## src/rtl/ov7670_capture.sv

```systemverilog
// OV7670 pixel capture: locks to VSYNC/HREF framing, pairs RGB565 bytes into
// RGB444 pixels and writes them to the frame buffer in linear raster order.
module ov7670_capture #(
    parameter int H_PIXELS = 640,
    parameter int V_LINES  = 480,
    parameter int ADDR_W   = 19
) (
    input  logic              clk,
    input  logic              rst_n,
    input  logic              enable,
    input  logic              vsync,
    input  logic              href,
    input  logic [7:0]        d,
    output logic [ADDR_W-1:0] addr,
    output logic [11:0]       dout,
    output logic              we,
    output logic              frame_done,
    output logic              frame_err,
    output logic [7:0]        frame_count
);

    typedef enum logic [1:0] {
        ST_IDLE    = 2'd0,
        ST_WAIT_VS = 2'd1,
        ST_VBLANK  = 2'd2,
        ST_CAPTURE = 2'd3
    } state_t;

    // One extra bit so the pointer can rest at the full-frame count without wrapping.
    localparam logic [ADDR_W:0] FRAME_PIX = (ADDR_W+1)'(H_PIXELS * V_LINES);
    localparam logic [ADDR_W:0] PTR_ONE   = {{ADDR_W{1'b0}}, 1'b1};

    // hi_bits carries {hi[7:4], hi[2:0]}, lo_bits carries {lo[7], lo[4:1]}.
    function automatic logic [11:0] rgb565_to_444(input logic [6:0] hi_bits,
                                                  input logic [4:0] lo_bits);
        return {hi_bits[6:3], hi_bits[2:0], lo_bits[4], lo_bits[3:0]};
    endfunction

    logic              vsync_q_r;
    logic              href_q_r;
    logic [7:0]        d_q_r;
    state_t            state_r;
    logic              phase_r;
    logic [6:0]        hi_r;
    logic [ADDR_W:0]   wr_ptr_r;
    logic              err_r;
    logic [ADDR_W-1:0] addr_r;
    logic [11:0]       dout_r;
    logic              we_r;
    logic              frame_done_r;
    logic              frame_err_r;
    logic [7:0]        frame_count_r;

    // Register the camera pins once; every decision below uses these copies.
    always_ff @(posedge clk or negedge rst_n) begin
        if (!rst_n) begin
            vsync_q_r <= 1'b0;
            href_q_r  <= 1'b0;
            d_q_r     <= 8'h00;
        end else begin
            vsync_q_r <= vsync;
            href_q_r  <= href;
            d_q_r     <= d;
        end
    end

    // Framing state machine, byte pairing, pixel write and frame bookkeeping.
    always_ff @(posedge clk or negedge rst_n) begin
        if (!rst_n) begin
            state_r       <= ST_IDLE;
            phase_r       <= 1'b0;
            hi_r          <= 7'h00;
            wr_ptr_r      <= '0;
            err_r         <= 1'b0;
            addr_r        <= '0;
            dout_r        <= 12'h000;
            we_r          <= 1'b0;
            frame_done_r  <= 1'b0;
            frame_err_r   <= 1'b0;
            frame_count_r <= 8'd0;
        end else begin
            we_r         <= 1'b0;
            frame_done_r <= 1'b0;
            if (!enable) begin
                state_r <= ST_IDLE;
                phase_r <= 1'b0;
            end else begin
                case (state_r)
                    ST_IDLE: begin
                        state_r <= ST_WAIT_VS;
                    end
                    ST_WAIT_VS: begin
                        if (vsync_q_r) begin
                            state_r <= ST_VBLANK;
                        end
                    end
                    ST_VBLANK: begin
                        if (!vsync_q_r) begin
                            state_r  <= ST_CAPTURE;
                            wr_ptr_r <= '0;
                            err_r    <= 1'b0;
                            phase_r  <= 1'b0;
                        end
                    end
                    ST_CAPTURE: begin
                        if (vsync_q_r) begin
                            // VSYNC wins over HREF: close the frame, never write.
                            state_r       <= ST_VBLANK;
                            phase_r       <= 1'b0;
                            frame_done_r  <= 1'b1;
                            frame_err_r   <= err_r | (wr_ptr_r != FRAME_PIX);
                            frame_count_r <= frame_count_r + 8'd1;
                        end else if (href_q_r) begin
                            phase_r <= ~phase_r;
                            if (!phase_r) begin
                                hi_r <= {d_q_r[7:4], d_q_r[2:0]};
                            end else if (wr_ptr_r < FRAME_PIX) begin
                                we_r     <= 1'b1;
                                addr_r   <= wr_ptr_r[ADDR_W-1:0];
                                dout_r   <= rgb565_to_444(hi_r, {d_q_r[7], d_q_r[4:1]});
                                wr_ptr_r <= wr_ptr_r + PTR_ONE;
                            end else begin
                                err_r <= 1'b1;
                            end
                        end else begin
                            phase_r <= 1'b0;
                            if (phase_r) begin
                                err_r <= 1'b1;
                            end
                        end
                    end
                    default: begin
                        state_r <= ST_IDLE;
                    end
                endcase
            end
        end
    end

    assign addr        = addr_r;
    assign dout        = dout_r;
    assign we          = we_r;
    assign frame_done  = frame_done_r;
    assign frame_err   = frame_err_r;
    assign frame_count = frame_count_r;

endmodule

```

## config.mk

```make
export PLATFORM = sky130hd
export DESIGN_NAME = ov7670_capture
export DESIGN_NICKNAME = d
export VERILOG_FILES = /design/src/rtl/ov7670_capture.sv
export SDC_FILE = /design/constraint.sdc
export NUM_CORES = 1
export LEC_CHECK = 0
export CAP_MARGIN = 20
export CORE_MARGIN = 4
export CORE_UTILIZATION = 55
export CTS_BUF_LIST = sky130_fd_sc_hd__clkbuf_4 sky130_fd_sc_hd__clkbuf_8
export CTS_CLUSTER_DIAMETER = 100
export DETAILED_ROUTE_END_ITERATION = 8
export MAX_ROUTING_LAYER = met4
export PLACE_DENSITY = 0.87
export SLEW_MARGIN = 20
export SYNTH_ARGS = -nofsm -noshare
export SYNTH_HDL_FRONTEND = slang
export SYNTH_SLANG_ARGS = --single-unit
```

## constraint.sdc

```tcl
create_clock -name clk -period 2.3 [get_ports clk]
set_input_delay 0.46 -clock clk [delete_from_list [all_inputs] [get_ports clk]]
set_output_delay 0.46 -clock clk [all_outputs]
set_load 0.005 [all_outputs]
```

==> metrics.md <==
| Metric | Value |
|---|---|
| Netlist Area Pre-Place | 3580 um2 |
| Reg-to-reg setup timing slack | roughly 230 ps |
| Via count | between 2,000 and 3,000 |
| Critical setup path kind | reg -> reg |
| Timing endpoint of the critical path | wr_ptr_r[16] |
| Crit path depth | 4 |
| Outcome | finished, final reports clean |
| Cell class contributing the biggest share of worst-path delay | simple AND/OR/NAND/NOR gates |
| Prevailing post-synth register cell | sky130_fd_sc_hd__dfrtp_1 |
| PnR Total Power | 2.98 mW |
| Number of nets with antenna violations after detailed routing | 0 |
| Post-route DRC | 0 |
| Count of cell types in the netlist | between 40 and 50 |
| Maximum clock skew at final layout | approximately 15 ps |
| Buffers added on ports | 54 |
| Finish-stage setup viols | 0 |
| Final Cycle Share | ~90% |
| Number of placed instances, taps included | 432 |
| Worst-Margin Slew | 725 ps |
| Total grt overflow | 0 |
| Maximum vdd ir drop | approximately 0.00053 V |
| Count leader, synth | sky130_fd_sc_hd__dfrtp_1 |
| Most common library cells after synthesis | 83 x sky130_fd_sc_hd__dfrtp_1, 38 x sky130_fd_sc_hd__mux2_2, 22 x sky130_fd_sc_hd__nand2_1 |
| Peak per-stage delay on the critical path | about 600 ps |
| Via/cell ratio | 5.90 |
| Worst R2R Path Depth | 4 |
| Number of iterations in the first detailed-routing pass | 4 |
| Required time at the worst-slack endpoint | 2580 ps |
| EDFF count, synth | 0 |
| Buffers inserted by post-CTS timing repair | 0 |
| Proportion of synthesized flip-flops having asynchronous set or reset | 100% |
| Top area cells in the synthesized netlist | sky130_fd_sc_hd__dfrtp_1 58%, sky130_fd_sc_hd__mux2_2 12%, sky130_fd_sc_hd__nand2_1 2.3% |
| Syn_area_per_cell | around 12 um2 |
| Power density over the cells | 654 nW/um2 |
| Number of hold-repair buffers added at the cts stage | 0 |
| Final Slew Violations | 0 |
| Number of global-route vias before repair | 2,667 |
| CORE AREA | ~6300 um2 |
| Final HPWL from detailed placement | 5220 um |
| Fmax achieved | 483 MHz |
| Final critical path time including I/O delays and setup | between 2000 and 2500 ps |
| Final hold vios | 0 |
| Gate count after technology mapping | 293 |
| Max clock buf depth | 2 |
| Buf/Inv on CP | 0 |
| Pin count of the biggest net entering global routing | 54 |
| Initial antenna violation count | 0 |
| Wire length of the first global-routing pass | 12,700 um |
| Horiz. Die Dim | 88.7 um |
| Cell chain of the critical path | nand4b_4 -> or4_4 -> or4_1 -> a21oi_1 |
| Fraction of final layout cells sized beyond drive strength 1 | 21.8% |
| Count of warnings emitted by yosys | 0 |
| Reg2reg start | state_r[1] |
| Clock buffers created by TritonCTS | 9 |
| CP startpoint kind | register |
| Wire length reported by the detailed router | 7470 um |
| Crit-path max FO | 10 |
| Count of H-tree levels built during CTS | 3 |
| Placement Rows | 29 |
| TritonCTS sink count | 83 |
| Die area | 7870 um2 |
| Share of the yosys chip area belonging to registers | 58.0% |
| Antenna Cells | 0 |
| Utilization after layout | 71.8% |
| Detail-routed net length per standard cell | 16.7 um |
| LEAKAGE | 2.04 nW |
| Max-cap violation count | 0 |
| Total GRT Usage | ~22% |
| Critical register-to-register path endpoint | wr_ptr_r[16] |
| Initial detailed-routing violation count | 233 |
| Startpoint of the most critical setup path | state_r[1] |
| Cell with the largest stage delay on the worst path | sky130_fd_sc_hd__dfrtp_1 |
| Post-layout instance count excluding filler cells | roughly 450 |
| Worst setup EP type | register |
| Tightest Hold Check Type | in -> async |
| Routability Congestion | approximately 0.9 |
| Die height | 88.7 um |
| Placed inst area | 4330 um2 |
| Crit path arrival time | between 2000 and 2500 ps |
| Clock input transition at the sequential cells of the worst setup and hold paths | 90 ps |
| Effective utilization at floorplan | 56.4% |
| Flip-flop and latch count after synthesis | 83 |
| TritonCTS clock tree | built |
| Clock network latency to the later pin of the worst-skew pair | 360 ps |
| Post-Syn Nets | 309 |
| Area share of the largest cell type after synthesis | 58.0% |
| Clock Tree Root | sky130_fd_sc_hd__clkbuf_8 |
| Worst relative slew slack | 51.6% |
| PostCTS Resize Cnt | 0 |
| Net count reported at finish | ~380 |
| Unrepaired setup endpoints after global routing | no |
| Number of top-level pins | 55 |
| Total negative slack for setup checks | 0 ps |
| Finished Cell Area | 4560 um2 |
| Area growth from synthesis to layout | 27.2% |
| Post-synth top area cell | sky130_fd_sc_hd__dfrtp_1 |
==> layout make-up <==
class | count | area, um2
sequential | 83 | 2080
timing repair buffer | 73 | 706
inverter | 7 | 26.3
fill | 423 | 1790
tap | 77 | 96.3
clock buffer | 9 | 124
clock inverter | 7 | 105
multi-input combinational | 192 | 1420
==> cells in the final DEF (no fill, tap or decap), types with 7 or more instances in the layout <==
| cell | count |
|---|---|
| sky130_fd_sc_hd__a21oi_1 | 14 |
| sky130_fd_sc_hd__o21ai_0 | 12 |
| sky130_fd_sc_hd__nand2_1 | 22 |
| sky130_fd_sc_hd__nand3_1 | 10 |
| sky130_fd_sc_hd__inv_1 | 7 |
| sky130_fd_sc_hd__mux2_2 | 38 |
| sky130_fd_sc_hd__clkdlybuf4s50_1 | 53 |
| sky130_fd_sc_hd__buf_4 | 18 |
| sky130_fd_sc_hd__nand4_1 | 9 |
| sky130_fd_sc_hd__dfrtp_1 | 83 |
| sky130_fd_sc_hd__or4_1 | 9 |
| sky130_fd_sc_hd__clkbuf_8 | 9 |
==> flip-flops by register name (all words and copies together), names as in the netlist, 2 cells and up <==
name / cells
wr_ptr_r: 20
addr: 19
d_q_r: 8
state_r: 2
dout: 12
hi_r: 7
frame_count: 8
==> layer usage <==
metal / track usage [%] / vias up / wire, um
met4: 9.07 / 0 / 133
met3: 6.15 / 17 / 428
li1: - / 1222 / -
met1: 27.4 / 1324 / 3110
met5: - / - / 0
met2: 33.2 / 82 / 3800
==> metrics by stage <==
stage	hold slack [ps]	setup WS, ps
after global placement	422	-69.9
after global routing	44.4	77.6
after CTS	23.2	230
after detailed placement	421	-142
after floorplan	164	369
final	27.8	229
==> report_power, final <==
| group | leakage (nW) | internal (mW) | switching, mW |
|---|---|---|---|
| Sequential | 1.11 | 1.52 | 0.0501 |
| Combinational | 0.821 | 0.116 | 0.0977 |
| Clock | 0.113 | 0.630 | 0.570 |
==> worst register-to-register path, delay by kind of cell, from the launching register on <==
family / cells / cell delay (ps)
simple gates: 3 / 1220
compound gates: 1 / 170
flops: 1 / 600
==> worst min-delay path by stage <==
stage                    to  slack [ps]   from  cells past startpoint
2_1_floorplan       addr[0]         160  rst_n                      0
3_3_place_gp        addr[2]         420  rst_n                      1
3_5_place_dp        addr[3]         420  rst_n                      1
4_1_cts        wr_ptr_r[19]          20  rst_n                      1
5_1_grt        wr_ptr_r[17]          40  rst_n                      1
6_report       wr_ptr_r[19]          30  rst_n                      1
==> cell families (layout without fill, tap and decap cells) <==
kind of cell	count (synthesis)	in the layout	share of synthesized area, %
and+or+nand+nor	97	97	16.5
DFF	83	83	58.0
AOI/OAI and AO/OA	43	43	7.44
muxes	42	42	13.1
buffers and inverters	18	96	2.27
xor gates and xnor gates	7	7	1.71
adders and majority gates	3	3	1.05
(Power assumes the default switching activity.)
==> edit (same settings) <==
Change the parameter `ADDR_W` from 19 to 17.
--- a/src/rtl/ov7670_capture.sv
+++ b/src/rtl/ov7670_capture.sv
@@ -4,5 +4,5 @@
     parameter int H_PIXELS = 640,
     parameter int V_LINES  = 480,
-    parameter int ADDR_W   = 19
+    parameter int ADDR_W   = 17
 ) (
     input  logic              clk,
Ports: changed (resized addr); port bits go from 55 to 53. No check against the original RTL was run, so the function may have changed too.
==> edit against the original RTL <==
Total power decreased by 1.9%; first-iteration DRC count decreased by 26%; design area decreased by 9.4%; largest power group unchanged; die area decreased by 9.2%; setup slack improved by 45 ps; maximum frequency increased by 2.2%; area after synthesis decreased by 10%; sequential cell count decreased by 4; clock skew decreased by 11 ps; sequential share of layout area increased by 2.3 points; routed wire length decreased by 16%.
==> edit: results (changes against the original RTL) <==
| Metric | Value |
|---|---|
| Worst Path Max Fanout | 6 (-4) |
| Final net count | 336 (-12%) |
| CP max stage delay | 490 ps (-110 ps) |
| Peak supply drop | 0.000468 V (-12%) |
| Reg2reg start | wr_ptr_r[16] |
| GR Util All Layers | 0.198 (-0.0202) |
| IO buf count | 52 (-3.7%) |
| Post-Route Skew | 4.34 ps (-10.8 ps) |
| Worst path arrival time | 2300 ps (-50 ps) |
| Status | complete, no violations |
| Compound-Gate Fraction of Synth Area | 0.0753 (+0.000942) |
| # fillers | 382 (-9.7%) |
| Sequential share of the synthesized area | 0.614 (+0.0338) |
| Post-synth top cells | 79 x dfrtp_1, 35 x mux2_2, 16 x nand2_1 |
| Worst path slowest cell | or4_1 |
| Area contributors post-synth | dfrtp_1 61%, mux2_2 12%, o21ai_0 2.3% |
| Post-Synth Adder-Cell Area | 0.0117 (+0.00117) |
| DR iter-0 viols | 172 (-26%) |
| Worst skew pair latency | 340 ps (-20 ps) |
| Tightest Pin Transition | 396 ps (-329 ps) |
| Post-Synth XOR/XNOR Area | 0.0245 (+0.00735) |
| DP Wirelength | 4.45 mm (-15%) |
| First-pass GRT wire length | 10.9 mm (-14%) |
| Largest net degree at the start of global routing | 51 (-5.6%) |
| FF+latch area | 1980 um2 (-4.8%) |
| Share of layout cells above drive strength 1 | 0.222 (+0.00389) |
| Vias in the first global route | 2296 (-14%) |
| Vias | 2180 (-18%) |
| Place WS | -12.5 ps (+129 ps) |
| Mapped Nets | 268 (-13%) |
| DR WL/cell | 15.9 um (-4.7%) |
| Global placer's final weighted congestion | 0.869 (-0.64%) |
| Pleak | 1.89 nW (-7.7%) |
## edit: stage by stage
step / area, um2 / total power, mW / cells / hold WS, ps / utilization
after floorplan: 3220 / 1.62 / 252 / 164 / -
after global placement: 3900 / 1.74 / 381 / 413 / 0.695
after detailed placement: 3900 / 1.76 / 381 / 416 / 0.695
after CTS: 4130 / 2.95 / 396 / 43.1 / 0.737
after global routing: 4130 / 3.06 / 396 / 53.1 / 0.737
final: 4130 / 2.93 / 396 / 37.2 / 0.737
## edit: where the power goes
group,internal [mW],switching [mW]
combinational,0.120,0.0890
clock,0.715,0.484
sequential,1.45,0.0635
## edit: routing by layer
metal / GRT usage / wire (um)
met1: 0.249 / 2810
met2: 0.310 / 3070
met3: 0.0579 / 327
met4: 0.0633 / 76
met5: - / 0
## edit: final timing paths
check                      depth (start not counted)  slack, ps            to
min reg2reg                                        1        480       hi_r[4]
min                                                1         40      addr[16]
max                                                4        270  wr_ptr_r[13]
max reg2reg                                        4        270  wr_ptr_r[13]
max in group asynchronous                          2       1690   wr_ptr_r[1]
min in group clk                                   1        480       hi_r[4]
## edit: logic make-up (layout without fill, tap and decap cells)
family          after synthesis  after routing
flops                        79             79
simple gates                 69             69
compound gates               39             39
mux                          36             36
buf+inv                      17             89
xor+xnor                      9              9
fa+ha+maj                     3              3
## edit: layout make-up
class | count | share of cell area
clock buffers | 9 | 0.0300
inverters | 8 | 0.00727
multi-input cells | 156 | 0.282
flip-flops and latches | 79 | 0.479
repair buffers | 66 | 0.154
well taps | 72 | 0.0218
clock inverters | 6 | 0.0264
